**config.mk**
```make
export PLATFORM = sky130hd
export DESIGN_NAME = mem_slot_arbiter
export DESIGN_NICKNAME = d
export VERILOG_FILES = /design/src/rtl/mem_slot_arbiter.sv
export SDC_FILE = /design/constraint.sdc
export NUM_CORES = 1
export LEC_CHECK = 0
export CORE_ASPECT_RATIO = 1.4
export CORE_MARGIN = 3
export CORE_UTILIZATION = 35
export DETAILED_ROUTE_END_ITERATION = 8
export GPL_TIMING_DRIVEN = 0
export PLACE_DENSITY = 0.56
export SYNTH_ARGS = -nofsm -noshare
export SYNTH_HDL_FRONTEND = slang
export SYNTH_SLANG_ARGS = --single-unit
```
**constraint.sdc**
```tcl
create_clock -name clk -period 25.1 [get_ports clk]
set_input_delay 5.02 -clock clk [delete_from_list [all_inputs] [get_ports clk]]
set_output_delay 5.02 -clock clk [all_outputs]
set_load 0.005 [all_outputs]
```
**src/rtl/mem_slot_arbiter.sv**
```systemverilog
// mem_slot_arbiter: serialises bundle memory slots 3 and 4 onto one data-memory port.
// Ports: decode-reg slot requests in, m_* memory port, mem_stall and wb_* writeback out.
module mem_slot_arbiter #(
  parameter int ADDR_W = 30,
  parameter int DATA_W = 32,
  parameter int RD_W   = 7
) (
  input  logic              clk,
  input  logic              rst,
  input  logic              mre3,
  input  logic              mwe3,
  input  logic [ADDR_W-1:0] daddr3,
  input  logic [DATA_W-1:0] wdata3,
  input  logic [RD_W-1:0]   rd3,
  input  logic              mre4,
  input  logic              mwe4,
  input  logic [ADDR_W-1:0] daddr4,
  input  logic [DATA_W-1:0] wdata4,
  input  logic [RD_W-1:0]   rd4,
  output logic              m_req,
  output logic              m_we,
  output logic [ADDR_W-1:0] m_addr,
  output logic [DATA_W-1:0] m_wdata,
  input  logic              m_gnt,
  input  logic              m_rvalid,
  input  logic [DATA_W-1:0] m_rdata,
  output logic              mem_stall,
  output logic [RD_W-1:0]   wb_rd3,
  output logic [RD_W-1:0]   wb_rd4,
  output logic [DATA_W-1:0] wb_memdata3,
  output logic [DATA_W-1:0] wb_memdata4
);

  typedef enum logic [2:0] {
    S_IDLE, S_ISSUE3, S_WAIT3, S_ISSUE4, S_WAIT4, S_DONE
  } state_e;

  state_e state_q, state_d;

  logic              ld3_q, st3_q, ld4_q, st4_q;
  logic [ADDR_W-1:0] addr3_q, addr4_q;
  logic [DATA_W-1:0] wdata3_q, wdata4_q;
  logic [RD_W-1:0]   rd3_q, rd4_q;
  logic [DATA_W-1:0] res3_q, res4_q;

  logic              m_req_q, m_we_q;
  logic [ADDR_W-1:0] m_addr_q;
  logic [DATA_W-1:0] m_wdata_q;
  logic [RD_W-1:0]   wb_rd3_q, wb_rd4_q;
  logic [DATA_W-1:0] wb_md3_q, wb_md4_q;

  logic idle, busy, bv;
  logic act3_in, act4_q;
  logic rv3, rv4;

  // Payload of the next issue: live inputs while capturing, else captured regs.
  logic              p_st3, p_st4;
  logic [ADDR_W-1:0] p_addr3, p_addr4;
  logic [DATA_W-1:0] p_wdata3, p_wdata4;
  logic [DATA_W-1:0] r3_now, r4_now;

  assign idle    = (state_q == S_IDLE);
  assign busy    = (state_q == S_ISSUE3) | (state_q == S_WAIT3)
                 | (state_q == S_ISSUE4) | (state_q == S_WAIT4);
  assign bv      = mre3 | mwe3 | mre4 | mwe4;
  assign act3_in = mre3 | mwe3;
  assign act4_q  = ld4_q | st4_q;
  assign rv3     = (state_q == S_WAIT3) & m_rvalid;
  assign rv4     = (state_q == S_WAIT4) & m_rvalid;

  // A load wins if both enables of one slot are set.
  assign p_st3    = idle ? (mwe3 & ~mre3) : st3_q;
  assign p_st4    = idle ? (mwe4 & ~mre4) : st4_q;
  assign p_addr3  = idle ? daddr3 : addr3_q;
  assign p_addr4  = idle ? daddr4 : addr4_q;
  assign p_wdata3 = idle ? wdata3 : wdata3_q;
  assign p_wdata4 = idle ? wdata4 : wdata4_q;

  // Last read may complete on the same edge that enters DONE.
  assign r3_now = rv3 ? m_rdata : res3_q;
  assign r4_now = rv4 ? m_rdata : res4_q;

  always_comb begin
    state_d = state_q;
    case (state_q)
      S_IDLE:   if (bv) state_d = act3_in ? S_ISSUE3 : S_ISSUE4;
      S_ISSUE3: if (m_gnt)
                  state_d = ld3_q  ? S_WAIT3 :
                            act4_q ? S_ISSUE4 : S_DONE;
      S_WAIT3:  if (m_rvalid) state_d = act4_q ? S_ISSUE4 : S_DONE;
      S_ISSUE4: if (m_gnt) state_d = ld4_q ? S_WAIT4 : S_DONE;
      S_WAIT4:  if (m_rvalid) state_d = S_DONE;
      S_DONE:   state_d = S_IDLE;
      default:  state_d = S_IDLE;
    endcase
  end

  always_ff @(posedge clk or posedge rst) begin
    if (rst) begin
      state_q   <= S_IDLE;
      ld3_q     <= 1'b0;
      st3_q     <= 1'b0;
      ld4_q     <= 1'b0;
      st4_q     <= 1'b0;
      addr3_q   <= '0;
      addr4_q   <= '0;
      wdata3_q  <= '0;
      wdata4_q  <= '0;
      rd3_q     <= '0;
      rd4_q     <= '0;
      res3_q    <= '0;
      res4_q    <= '0;
      m_req_q   <= 1'b0;
      m_we_q    <= 1'b0;
      m_addr_q  <= '0;
      m_wdata_q <= '0;
      wb_rd3_q  <= '0;
      wb_rd4_q  <= '0;
      wb_md3_q  <= '0;
      wb_md4_q  <= '0;
    end else begin
      state_q <= state_d;
      if (idle && bv) begin
        ld3_q    <= mre3;
        st3_q    <= mwe3 & ~mre3;
        ld4_q    <= mre4;
        st4_q    <= mwe4 & ~mre4;
        addr3_q  <= daddr3;
        addr4_q  <= daddr4;
        wdata3_q <= wdata3;
        wdata4_q <= wdata4;
        rd3_q    <= rd3;
        rd4_q    <= rd4;
      end
      if (rv3) res3_q <= m_rdata;
      if (rv4) res4_q <= m_rdata;

      m_req_q <= (state_d == S_ISSUE3) | (state_d == S_ISSUE4);
      case (state_d)
        S_ISSUE3: begin
          m_we_q    <= p_st3;
          m_addr_q  <= p_addr3;
          m_wdata_q <= p_wdata3;
        end
        S_ISSUE4: begin
          m_we_q    <= p_st4;
          m_addr_q  <= p_addr4;
          m_wdata_q <= p_wdata4;
        end
        default: begin
          m_we_q    <= 1'b0;
          m_addr_q  <= '0;
          m_wdata_q <= '0;
        end
      endcase

      if (state_d == S_DONE) begin
        wb_rd3_q <= ld3_q ? rd3_q  : '0;
        wb_md3_q <= ld3_q ? r3_now : '0;
        wb_rd4_q <= ld4_q ? rd4_q  : '0;
        wb_md4_q <= ld4_q ? r4_now : '0;
      end else begin
        wb_rd3_q <= '0;
        wb_md3_q <= '0;
        wb_rd4_q <= '0;
        wb_md4_q <= '0;
      end
    end
  end

  assign m_req       = m_req_q;
  assign m_we        = m_we_q;
  assign m_addr      = m_addr_q;
  assign m_wdata     = m_wdata_q;
  assign wb_rd3      = wb_rd3_q;
  assign wb_rd4      = wb_rd4_q;
  assign wb_memdata3 = wb_md3_q;
  assign wb_memdata4 = wb_md4_q;

  // DONE releases the pipeline; the still-presented bundle is not recaptured.
  assign mem_stall = ~rst & ((idle & bv) | busy);

endmodule
```
==> flow_summary.toml, run 1 <==
[status]
status = "finished, final reports clean"

[detailed_routing]
wl_met3_mm = 2.913
drc = 0
drt-pass1-iter-count = 6
wl_mm = 41.04
m1WireLength_mm = 15.81
ant_nets = 0
top_layer = "met5"
dr_wl_met2_mm = 21.05
drtIter0Drc = 432
avgRoutedWirePerCell_um = 18.99
viasPerCell = 4.801
vias = 10374

[clock_network]
cts_sinks = 351
cts_buffers = 38
insertion_delay_ps = 530
cts-root-buf = "clkbuf_16"
cts_tree = "done"
cts_resized = 0
clkTransAtPathRegs_ps = 60
hold_buffers = 0
postCtsSetupRepairBufs = 0
cts.path.max_buffers = 3
htree_num_levels = 2

[power]
power_frac_comb_pct = 42.2
swShare_pct = 34.74
p_seq_share_pct = 35.3
clkPwrFrac_pct = 22.5
ir_drop_uv = 66.85
leakagePower_nw = 8.531
p_sw_uw = 880.8
p_total_mw = 2.535
power.density_nw_per_um2 = 129.8
p_int_mw = 1.654

[hold_path]
min_path_type = "register to register"

[synth]
syn_inst = 1236
synth_common_cells = "dfrtp_1 (351), nand2_1 (333), mux2_2 (190), a21oi_1 (66), nor2b_1 (65)"
syn-num-nets = 1414
ys_ff_latch = 351
yosys_warnings = 0
synthArstFlopShare_pct = 100.0
syn_area_sq_um = 14290
synth.avg_cell_area_sq_um = 11.56
yosysSeqAreaShare_pct = 61.46
synth_top_area_share_pct = 61.46
synth-edff-count = 0
yosysUniqueCellTypes = 35
ys.flop_type = "dfrtp_1"
yosys.area.top_type = "dfrtp_1"
yosysMostFrequentCell = "dfrtp_1"
yosys-top-cells-area = "dfrtp_1 (61%), mux2_2 (15%), nand2_1 (8.7%)"

[timing]
rsz0062_at_grt = "no"
slew_headroom_pct = 42.79
worst_slack_ps = 12940
period_needed_ps = 12160
slew_violations = 0
tightestPinTransition_ps = 853.4
skew_ps = 16.39
setup_viol = 0
setup-tns-final_ps = 0
min_period_over_period_pct = 48.44
clock.fmax_ghz = 0.08224
hold_ws_ps = 480.5
finalHoldViolCount = 0

[floorplanning]
die_width_um = 176.8
core-area_sq_um = 40280
die_h_um = 245.1
start_util_pct = 35.48
placementRows = 87
die_area_sq_um = 43330
pin_count = 321

[setup_path]
required_ps = 20080
cp_max_fo = 78
critPathArrivalTime_ps = 7140
critPathLaunchType = "input port"
worstSetupPathType = "input port to output pin"
crit_path_end_kind = "output pin"

[global_routing]
grt_pass1_vias = 10907
grt_pass1_wl_mm = 63.66
grt-ovfl-total = 0
antenna_found_initial = 6
grt.total_usage_pct = 18.79
grt_max_degree = 124

[place]
dpl.hpwl_mm = 29.65
gp_congestion = 0.7847
dp_slack_ps = 12880
dp_cells = 2093
port_buffers = 320
dpl-instance-area_sq_um = 18250

[layout]
layout-drive-gt1-share_pct = 18.71
area_delta_synth_final_pct = 36.67
finalInstanceArea_sq_um = 19530
fin_util_pct = 48.50
final.fill_count = 3663
stdcell_count = 2161
nNetsFinal = 1777

[run]
maxCapViolCount = 0
worst paths after layout:
kind,from,cells after the start,endpoint,slack [ps]
setup / recovery,rst,6,mem_stall,12940
hold / removal,st3_q$_DFFE_PP0P_,2,st3_q$_DFFE_PP0P_,480
setup reg to reg,state_q[1]$_DFF_PP0_,6,m_addr[13]$_DFF_PP0_,22100
hold reg to reg,st3_q$_DFFE_PP0P_,2,st3_q$_DFFE_PP0P_,480
max in group asynchronous,rst,4,res3_q[23]$_DFF_PP0_,18870
min in group asynchronous,rst,2,m_addr[16]$_DFF_PP0_,4900
metal layers:
metal  vias to the layer above  global-route usage (%)
li1                       4896                       -
met1                      5098                   21.92
met2                       302                   33.21
met3                        70                   5.401
met4                         8                   6.035
met5                         -                       0
power by group through the flow:
stage	logic, mW	clock network [mW]	registers [mW]
3_3_place_gp	1.07	0	0.900
3_5_place_dp	1.08	0	0.904
2_1_floorplan	0.686	0	0.892
5_1_grt	1.19	0.609	0.918
6_report	1.07	0.570	0.895
4_1_cts	1.09	0.587	0.896
state kept, by name, summed over array words and instances, names as in the netlist, 3 cells and up:
register / cells
wdata3_q: 32
res4_q: 32
m_wdata: 32
wdata4_q: 32
rd3_q: 7
res3_q: 32
wb_rd3: 7
addr3_q: 30
wb_memdata3: 32
addr4_q: 30
wb_memdata4: 32
rd4_q: 7
m_addr: 30
wb_rd4: 7
state_q: 3
cell type report:
type	count	area, sq um	share of cell area, %
clock inverter	14	127.6	0.6534
timing repair buffer	323	3286	16.82
multi-input combinational	778	5042	25.82
clock buffer	52	1147	5.874
buffer	90	401.6	2.056
tap	534	668.1	3.421
antenna	2	5.005	0.02562
inverter	17	71.32	0.3651
sequential	351	8783	44.97
critical path: stages:
cell             delay (ps)
clkdlybuf4s50_1         500
inv_8                   310
buf_16                  390
nand2_1                  90
a21oi_1                 140
clkdlybuf4s50_1         640
logic make-up after synthesis:
logic type             after synthesis  share of synthesized area, %
AO/OA/AOI/OAI                      150                         6.987
XOR/XNOR                             1                       0.06130
buffers and inverters              107                         3.257
flip-flops                         351                         61.46
multiplexers                       190                         14.97
AND/OR/NAND/NOR                    437                         13.26
placed cells by master (no fill, tap or decap), types with 4 or more instances in the layout:
cell type / n
buf_2: 40
clkdlybuf4s50_1: 320
clkbuf_1: 45
nor2b_1: 65
nor2_1: 19
o21ai_0: 16
clkinv_2: 9
mux2_2: 190
inv_1: 16
a311oi_1: 62
dfrtp_1: 351
clkbuf_16: 41
clkbuf_8: 8
nand2_1: 333
buf_1: 4
a21oi_1: 66
Note: power is estimated with default switching activity, not from simulation.
==> inputs of run 2 (changes only) <==
- PLACE_DENSITY: 0.56 -> 0.58
- clock period: 25.1 -> 10.1 ns (I/O delays scaled with it)
==> run 2 against run 1 <==
Against the previous run: total power increased by 140%; global-route usage is essentially flat; sequential share of layout area barely moved; sequential cell count did not move; utilization about the same; clock skew is essentially flat; via count is 0.65% higher; first-iteration DRC count is 11% higher; highest routed layer unchanged.
==> flow_summary.toml, run 2 (synthesis results as in run 1) <==
[detailed_routing]
avgRoutedWirePerCell_um = 18.92
wl_mm = 41.02
drc = 0
drt-pass1-iter-count = 5
drtIter0Drc = 481
ant_nets = 0
viasPerCell = 4.816
vias = 10441

[hold_path]
min_delay_worst_endpoint = "st3_q$_DFFE_PP0P_"
hold-path-cell-count = 2
hp-start = "st3_q$_DFFE_PP0P_"
min_path_type = "register to register"

[timing]
setup_viol = 0
slew_violations = 0
period_needed_ps = 5891
worst_slack_ps = 4209
hold_ws_ps = 483.0
setup-tns-final_ps = 0
clock.fmax_ghz = 0.1697
slew_headroom_pct = 41.37
tightestPinTransition_ps = 874.6
finalHoldViolCount = 0
min_period_over_period_pct = 58.33
skew_ps = 16.54
rsz0062_at_grt = "no"

[clock_network]
postCtsSetupRepairBufs = 0
cts_tree = "done"
hold_buffers = 0
cts_buffers = 36
cts.path.max_buffers = 3
cts_sinks = 351
clkTransAtPathRegs_ps = 60
htree_num_levels = 2
insertion_delay_ps = 520
cts-root-buf = "clkbuf_16"
cts_resized = 0

[power]
leakagePower_nw = 8.519
power.density_nw_per_um2 = 317.0
p_total_mw = 6.196
ir_drop_uv = 194.8

[setup_path]
critPathArrivalTime_ps = 3870
path_cells = "clkdlybuf4s50_1 > clkinvlp_4 > buf_12 > buf_12 > nand2_1 > a21oi_1 > clkdlybuf4s50_1"
cp_slowest_cell = "clkdlybuf4s50_1"
timing.rr.start = "state_q[1]$_DFF_PP0_"
cp_max_fo = 35
slowest_delay_ps = 610
required_ps = 8080
rr_worst_depth = 6
critPathLaunchType = "input port"
crit_path_end_kind = "output pin"
reg2reg_to = "m_wdata[11]$_DFF_PP0_"
r2r_slack_ps = 7150
worstSetupPathType = "input port to output pin"

[floorplanning]
die_h_um = 245.1
start_util_pct = 35.48
die_width_um = 176.8
die_area_sq_um = 43330
placementRows = 87
pin_count = 321
core-area_sq_um = 40280

[global_routing]
antenna_found_initial = 10
grt-ovfl-total = 0
grt.total_usage_pct = 18.80
grt_pass1_wl_mm = 63.85
grt_pass1_vias = 11011
grt_max_degree = 42

[place]
dp_slack_ps = 4162
dp_cells = 2101
port_buffers = 320
gp_congestion = 0.8100
dpl.hpwl_mm = 30.45

[run]
maxCapViolCount = 0

[layout]
layout-drive-gt1-share_pct = 18.63
final_common_cell = "dfrtp_1"
area_delta_synth_final_pct = 36.77
nNetsFinal = 1783
stdcell_count = 2168
mostFrequentLayoutCells = "dfrtp_1 (351), nand2_1 (333), clkdlybuf4s50_1 (320)"

[status]
status = "finished, final reports clean"
-- run 2: cell types whose count changed in the layout (fill, tap and decap cells not counted), sizes merged --
cell	delta
buf	+8
inv	+1
clkbuf	-3
bufinv	-1
diode	+6
clkinv	-4
-- run 2: worst max-delay path by stage --
stage	start	end	depth (start not counted)
after CTS	rst	mem_stall	7
final	rst	mem_stall	7
after detailed placement	rst	mem_stall	7
after global placement	rst	mem_stall	5
after global routing	rst	mem_stall	7
after floorplan	rst	mem_stall	3
-- run 2: final cells by class --
cell class / instances / area [sq um]
diodes: 8 / 20.02
flip-flops and latches: 351 / 8783
repair buffers: 331 / 3431
clock inverters: 10 / 91.34
multi-input cells: 778 / 5042
plain buffers: 90 / 401.6
well taps: 534 / 668.1
clock buffers: 49 / 1041
fillers: 3652 / 20730
inverters: 17 / 67.56
-- run 2: worst max-delay path: cells and delay by family --
kind            cells  cell delay, ps
compound gates      1             110
buf+inv             5            1630
simple gates        1              70
-- run 2: routing by layer --
metal / track usage, % / routed length, um
met1: 22.15 / 16180
met2: 32.74 / 20960
met3: 4.751 / 2522
met4: 7.491 / 1332
met5: 0 / 27
-- run 2: stage by stage --
stage                     utilization (%)  area (sq um)
after floorplan                         -         14300
after global placement              45.10         18170
after detailed placement            45.67         18390
after CTS                           48.48         19530
after global routing                48.52         19540
final                               48.53         19550
-- run 2: power breakdown --
part	internal (mW)	switching, mW
Sequential	2.01	0.225
Clock	0.747	0.544
Combinational	1.27	1.41
